File: src/rtl/mem_ext_arb.sv
// mem_ext_arb: two-requester round-robin arbiter and zero-scrub initializer
// for a one-read-port / one-write-port byte-masked RAM. One read and one
// write may be granted per cycle; a same-address read/write pair defers the read.
module mem_ext_arb #(
  parameter int ADDR_W    = 13,
  parameter int DATA_W    = 64,
  parameter int INIT_ZERO = 1
) (
  input  logic                clock,
  input  logic                reset_n,
  input  logic                rq0_valid,
  output logic                rq0_ready,
  input  logic                rq0_write,
  input  logic [ADDR_W-1:0]   rq0_addr,
  input  logic [DATA_W-1:0]   rq0_wdata,
  input  logic [DATA_W/8-1:0] rq0_mask,
  input  logic                rq1_valid,
  output logic                rq1_ready,
  input  logic                rq1_write,
  input  logic [ADDR_W-1:0]   rq1_addr,
  input  logic [DATA_W-1:0]   rq1_wdata,
  input  logic [DATA_W/8-1:0] rq1_mask,
  output logic                rs0_valid,
  output logic [DATA_W-1:0]   rs0_data,
  output logic                rs1_valid,
  output logic [DATA_W-1:0]   rs1_data,
  output logic [ADDR_W-1:0]   R0_addr,
  output logic                R0_en,
  input  logic [DATA_W-1:0]   R0_data,
  output logic [ADDR_W-1:0]   W0_addr,
  output logic                W0_en,
  output logic [DATA_W-1:0]   W0_data,
  output logic [DATA_W/8-1:0] W0_mask,
  output logic                init_done
);

  localparam int MASK_W = DATA_W / 8;

  typedef enum logic {ST_INIT = 1'b0, ST_RUN = 1'b1} state_t;

  state_t            state_q, state_d;
  logic [ADDR_W-1:0] cnt_q, cnt_d;
  logic              rd_ptr_q, rd_ptr_d;
  logic              wr_ptr_q, wr_ptr_d;
  logic [1:0]        rs_vld_q, rs_vld_d;

  logic [1:0]             req_valid, req_write, rd_req, wr_req;
  logic [1:0][ADDR_W-1:0] req_addr;
  logic [1:0][DATA_W-1:0] req_wdata;
  logic [1:0][MASK_W-1:0] req_mask;
  logic                   rd_any, wr_any, rd_win, wr_win;
  logic                   collide, rd_gnt, wr_gnt;

  assign req_valid = {rq1_valid, rq0_valid};
  assign req_write = {rq1_write, rq0_write};
  assign req_addr  = {rq1_addr, rq0_addr};
  assign req_wdata = {rq1_wdata, rq0_wdata};
  assign req_mask  = {rq1_mask, rq0_mask};
  assign rd_req    = req_valid & ~req_write;
  assign wr_req    = req_valid & req_write;

  // Per-channel round-robin winner; the pointer only matters when both compete.
  // A read hitting the address being written this cycle loses to the write.
  always_comb begin
    rd_any  = |rd_req;
    wr_any  = |wr_req;
    rd_win  = rd_req[1] & (~rd_req[0] | rd_ptr_q);
    wr_win  = wr_req[1] & (~wr_req[0] | wr_ptr_q);
    collide = rd_any & wr_any & (req_addr[rd_win] == req_addr[wr_win]);
    rd_gnt  = rd_any & ~collide;
    wr_gnt  = wr_any;
  end

  // Next state and RAM/handshake drive; all outputs are held low while in reset.
  always_comb begin
    state_d   = state_q;
    cnt_d     = cnt_q;
    rd_ptr_d  = rd_ptr_q;
    wr_ptr_d  = wr_ptr_q;
    rs_vld_d  = '0;
    rq0_ready = 1'b0;
    rq1_ready = 1'b0;
    R0_en     = 1'b0;
    R0_addr   = '0;
    W0_en     = 1'b0;
    W0_addr   = '0;
    W0_data   = '0;
    W0_mask   = '0;
    init_done = 1'b0;
    if (reset_n) begin
      case (state_q)
        ST_INIT: begin
          W0_en   = 1'b1;
          W0_addr = cnt_q;
          W0_mask = '1;
          cnt_d   = cnt_q + 1'b1;
          if (cnt_q == '1) state_d = ST_RUN;
        end
        ST_RUN: begin
          init_done = 1'b1;
          if (rd_gnt) begin
            R0_en            = 1'b1;
            R0_addr          = req_addr[rd_win];
            rd_ptr_d         = ~rd_win;
            rs_vld_d[rd_win] = 1'b1;
          end
          if (wr_gnt) begin
            W0_en    = 1'b1;
            W0_addr  = req_addr[wr_win];
            W0_data  = req_wdata[wr_win];
            W0_mask  = req_mask[wr_win];
            wr_ptr_d = ~wr_win;
          end
          rq0_ready = (rd_gnt & ~rd_win) | (wr_gnt & ~wr_win);
          rq1_ready = (rd_gnt & rd_win) | (wr_gnt & wr_win);
        end
        default: state_d = ST_INIT;
      endcase
    end
  end

  // State, scrub counter, arbitration pointers and one-cycle response tag.
  always_ff @(posedge clock) begin
    if (!reset_n) begin
      state_q  <= (INIT_ZERO != 0) ? ST_INIT : ST_RUN;
      cnt_q    <= '0;
      rd_ptr_q <= 1'b0;
      wr_ptr_q <= 1'b0;
      rs_vld_q <= '0;
    end else begin
      state_q  <= state_d;
      cnt_q    <= cnt_d;
      rd_ptr_q <= rd_ptr_d;
      wr_ptr_q <= wr_ptr_d;
      rs_vld_q <= rs_vld_d;
    end
  end

  // RAM read data is returned to whichever requester owns the response.
  assign rs0_valid = reset_n & rs_vld_q[0];
  assign rs1_valid = reset_n & rs_vld_q[1];
  assign rs0_data  = R0_data;
  assign rs1_data  = R0_data;

endmodule
File: config.mk
export PLATFORM = sky130hd
export DESIGN_NAME = mem_ext_arb
export DESIGN_NICKNAME = d
export VERILOG_FILES = /design/src/rtl/mem_ext_arb.sv
export SDC_FILE = /design/constraint.sdc
export NUM_CORES = 1
export LEC_CHECK = 0
export BUFFER_PORTS_ARGS = -buffer_cell sky130_fd_sc_hd__buf_4
export CAP_MARGIN = 5
export CORE_AREA = 2 2 183 185
export DETAILED_ROUTE_END_ITERATION = 10
export DIE_AREA = 0 0 185 187
export GPL_ROUTABILITY_DRIVEN = 0
export MAX_ROUTING_LAYER = met4
export PLACE_DENSITY_LB_ADDON = 0.12
export RECOVER_POWER = 100
export SETUP_SLACK_MARGIN = 0.4
export SYNTH_ARGS = -nofsm -noshare
export SYNTH_HDL_FRONTEND = slang
export SYNTH_SLANG_ARGS = --single-unit
export TNS_END_PERCENT = 100
File: constraint.sdc
create_clock -name clock -period 2.12 [get_ports clock]
set_input_delay 0.424 -clock clock [delete_from_list [all_inputs] [get_ports clock]]
set_output_delay 0.424 -clock clock [all_outputs]
set_load 0.01 [all_outputs]
==> qor.tcl <==
set qor(starting_density_pct) 10.2
set qor(core_area_mm2) 0.0329
set qor(hold_path_origin) {cnt_q[1]}
set qor(remaining_drc_errors) 0
set qor(die_height_um) 187
set qor(switchingPower_mw) 0.476
set qor(worst_r2r_startpoint) {state_q}
set qor(synth_area_leaders) {sky130_fd_sc_hd__buf_4 30%, sky130_fd_sc_hd__a22o_1 17%, sky130_fd_sc_hd__dfxtp_1 11%, sky130_fd_sc_hd__mux2i_1 7.2%, sky130_fd_sc_hd__xnor2_1 4.2%}
set qor(sw_share_pct) 30.7
set qor(cellInternalPower_mw) 1.08
set qor(post_drt_via_cell_ratio) 3.72
set qor(hold_viol_final) 0
set qor(route.detailed.wl_per_inst_um) 19.1
set qor(final.setup_skew_ns) 0.00251
set qor(place_inst) 1087
set qor(cts_buffer_depth) 2
set qor(timing.setup.tns_ns) -14.21
set qor(regToRegSetupSlack_ns) 0.32
set qor(achievable-frequency_mhz) 431
set qor(cts-root-buf) {sky130_fd_sc_hd__clkbuf_16}
set qor(drt.antenna.violating_nets) 0
set qor(place.detailed.hpwl_um) 17700
set qor(worst_hold_path.num_cells) 2
set qor(ys_dominant_reg_cell) {sky130_fd_sc_hd__dfxtp_1}
set qor(dr_wl_met2_um) 11600
set qor(timing.hold.ws_ns) 0.539
set qor(number_of_register_bits_inferred_by_synthesis) 18
set qor(synth_enable_flop_cells) 0
set qor(combPwrFrac_pct) 48.7
set qor(worstSetupEndpointType) {output pin}
set qor(outcome) {complete, but fails checks}
set qor(number_of_max_cap_violations) 0
set qor(setup_violations) 97
set qor(mean_post_synth_cell_area_um2) 7.55
set qor(timing.hold.worst_endpoint) {cnt_q[1]}
set qor(clock_latency_of_the_later_clocked_register_in_the_worst_skew_pair_ns) 0.25
set qor(post_detailed_placement_cell_area_mm2) 0.00573
set qor(start_kind) {input pin}
set qor(timing_worst_slew_pin_value_ns) 0.890
set qor(number_of_warnings_issued_by_yosys) 0
set qor(grt_max_degree) 26
set qor(async_reset_ff_share_pct) 0
set qor(final_critical_path_setup_slack_ns) -0.201
set qor(dr_total_vias) 4202
set qor(final_max_slew_viol_count) 0
set qor(cts_tree) {done}
set qor(timing.hold.worst.class) {reg -> reg}
set qor(clkSlewWorstSetupHoldPaths_ns) 0.06
set qor(drt-met1-wl_um) 7650
set qor(part_of_the_yosys_area_used_for_sequential_elements_pct) 10.7
set qor(route.met3.wl_um) 1780
set qor(num_rows) 67
set qor(number_of_library_cell_types_mapped_by_synthesis) 43
set qor(synthesis.instances) 445
set qor(count_of_hold_fix_buffers_inserted_at_cts) 0
set qor(numPortBuffers) 280
set qor(power.clock.fraction_pct) 28.7
set qor(rr_worst_depth) 6
set qor(highest_layer) {met4}
set qor(grt.overflow.total) 0
set qor(crit-reg2reg-capture) {cnt_q[9]}
set qor(fill_cells) 3654
set qor(post_synth_most_frequent_cells) {133 x sky130_fd_sc_hd__buf_4, 64 x sky130_fd_sc_hd__a22o_1, 27 x sky130_fd_sc_hd__nor2_1}
set qor(yosysTopAreaCellShare_pct) 29.7
set qor(via_count_of_the_first_global_routing_pass) 4382
set qor(areaGrowthSynthToFinish_pct) 117
set qor(die_area_mm2) 0.0346
set qor(power.share.sequential_pct) 22.6
set qor(failed_checks) {negative setup slack}
set qor(postRouteWirelength_um) 21700
set qor(nets) 925
set qor(min_period_ns) 2.32
set qor(layout-drive-gt1-share_pct) 69.0
set qor(clock_tree.htree_level_count) 1
set qor(power.ir.vdd_worst_mv) 0.270
set qor(total_leakage_power_nw) 3.17
set qor(syn-cell-area_mm2) 0.00336
set qor(fin_crit_sh_pct) 109
set qor(drt_iter0_markers) 117
set qor(dp_worst_setup_slack_ns) -0.436
set qor(timing.critical_path.required_ns) 1.70
set qor(antenna_violations_before_repair) 0
set qor(clock_sink_count) 18
set qor(synthMostInstantiatedCell) {sky130_fd_sc_hd__buf_4}
set qor(crit_path_max_fanout) 7
set qor(drt_first_pass_iters) 4
set qor(synth.largest_area_cell) {sky130_fd_sc_hd__buf_4}
set qor(slew_headroom_pct) 40.7
set qor(final_cells) 1131
set qor(totalPowerFinal_mw) 1.55
set qor(finalCoreUtilization_pct) 22.2
set qor(globalRouteTotalUtil_pct) 11.8
set qor(cp.arrival_ns) 1.90
set qor(power.density_mw_per_mm2) 213
set qor(design.portCount) 473
set qor(syn_nets) 686
set qor(tritoncts.num_buffers) 3
set qor(antenna_cells) 0
set qor(grt_setup_unrepaired) {yes}
set qor(path_class) {in -> out}
set qor(grt_pass1_wl_um) 29100
set qor(die_width_um) 185
set qor(fin_area_mm2) 0.00730
-- power groups by stage --
stage / Combinational (mW) / Sequential, mW / Clock (mW)
after global routing: 0.807 / 0.351 / 0.482
after global placement: 0.621 / 0.357 / 0
final: 0.756 / 0.350 / 0.446
after detailed placement: 0.621 / 0.357 / 0
after floorplan: 0.425 / 0.355 / 0
after CTS: 0.738 / 0.350 / 0.464
-- registers in the layout, summed over array words and instances (netlist names) --
register / flops
cnt_q: 13
state_q: 1
rs_vld_q: 2
wr_ptr_q: 1
rd_ptr_q: 1
-- worst max path at each step --
| stage | startpoint | endpoint | depth (start not counted) |
|---|---|---|---|
| detailed placement | rq1_valid | R0_addr[12] | 8 |
| CTS | rq1_addr[7] | rq1_ready | 7 |
| floorplan | rq0_addr[7] | R0_addr[3] | 6 |
| global placement | rq1_valid | R0_addr[12] | 8 |
| finish | rq1_valid | W0_data[62] | 11 |
| global route | wr_ptr_q | W0_data[62] | 9 |
-- cell usage in the layout, fill, tap and decap left out, types with 8 or more instances in the layout --
master	instances
sky130_fd_sc_hd__xnor2_1	14
sky130_fd_sc_hd__nand3_1	10
sky130_fd_sc_hd__buf_12	23
sky130_fd_sc_hd__buf_4	251
sky130_fd_sc_hd__inv_1	10
sky130_fd_sc_hd__dfxtp_1	16
sky130_fd_sc_hd__nor2_1	23
sky130_fd_sc_hd__a22o_1	56
sky130_fd_sc_hd__a22o_4	8
sky130_fd_sc_hd__nand2_1	9
sky130_fd_sc_hd__buf_16	9
sky130_fd_sc_hd__buf_6	97
sky130_fd_sc_hd__mux2i_1	16
sky130_fd_sc_hd__a211oi_2	8
-- layout make-up --
class / instances / area (um^2) / area share, %
Timing Repair Buffer: 393 / 3840 / 52.6
Multi-Input combinational cell: 257 / 2400 / 32.9
Tap cell: 448 / 561 / 7.68
Inverter: 11 / 41.3 / 0.566
Clock buffer: 4 / 88.8 / 1.22
Sequential cell: 18 / 363 / 4.97
-- cells by family after synthesis --
group | after synthesis | synth area share [%]
fa+ha+maj | 1 | 0.373
mux | 24 | 7.15
simple gates | 88 | 12.4
compound gates | 122 | 29.5
xor+xnor | 22 | 5.74
flops | 18 | 10.7
buf+inv | 170 | 34.1
-- critical path: stages --
cell                      delay (ns)
sky130_fd_sc_hd__buf_8          0.09
sky130_fd_sc_hd__nand2_8        0.05
sky130_fd_sc_hd__o21ba_4        0.28
sky130_fd_sc_hd__buf_16         0.12
sky130_fd_sc_hd__nor3_4         0.03
sky130_fd_sc_hd__buf_6          0.14
sky130_fd_sc_hd__buf_12         0.15
sky130_fd_sc_hd__buf_12         0.13
sky130_fd_sc_hd__buf_12         0.12
sky130_fd_sc_hd__a22o_1         0.24
sky130_fd_sc_hd__buf_6          0.13
-- metal layers --
metal	track usage (%)	up-vias
met5	-	-
met3	3.17	28
li1	-	1949
met1	11.5	1985
met4	3.39	0
met2	22.5	240
-- what timing repair did --
action                                  CTS  global route
gates cloned                              9             1
pin swaps                                53            28
resized for setup                       171            39
endpoints found under the setup margin  106           108
setup buffers                            23             7
No activity file was read; power rests on OpenSTA's default activity.
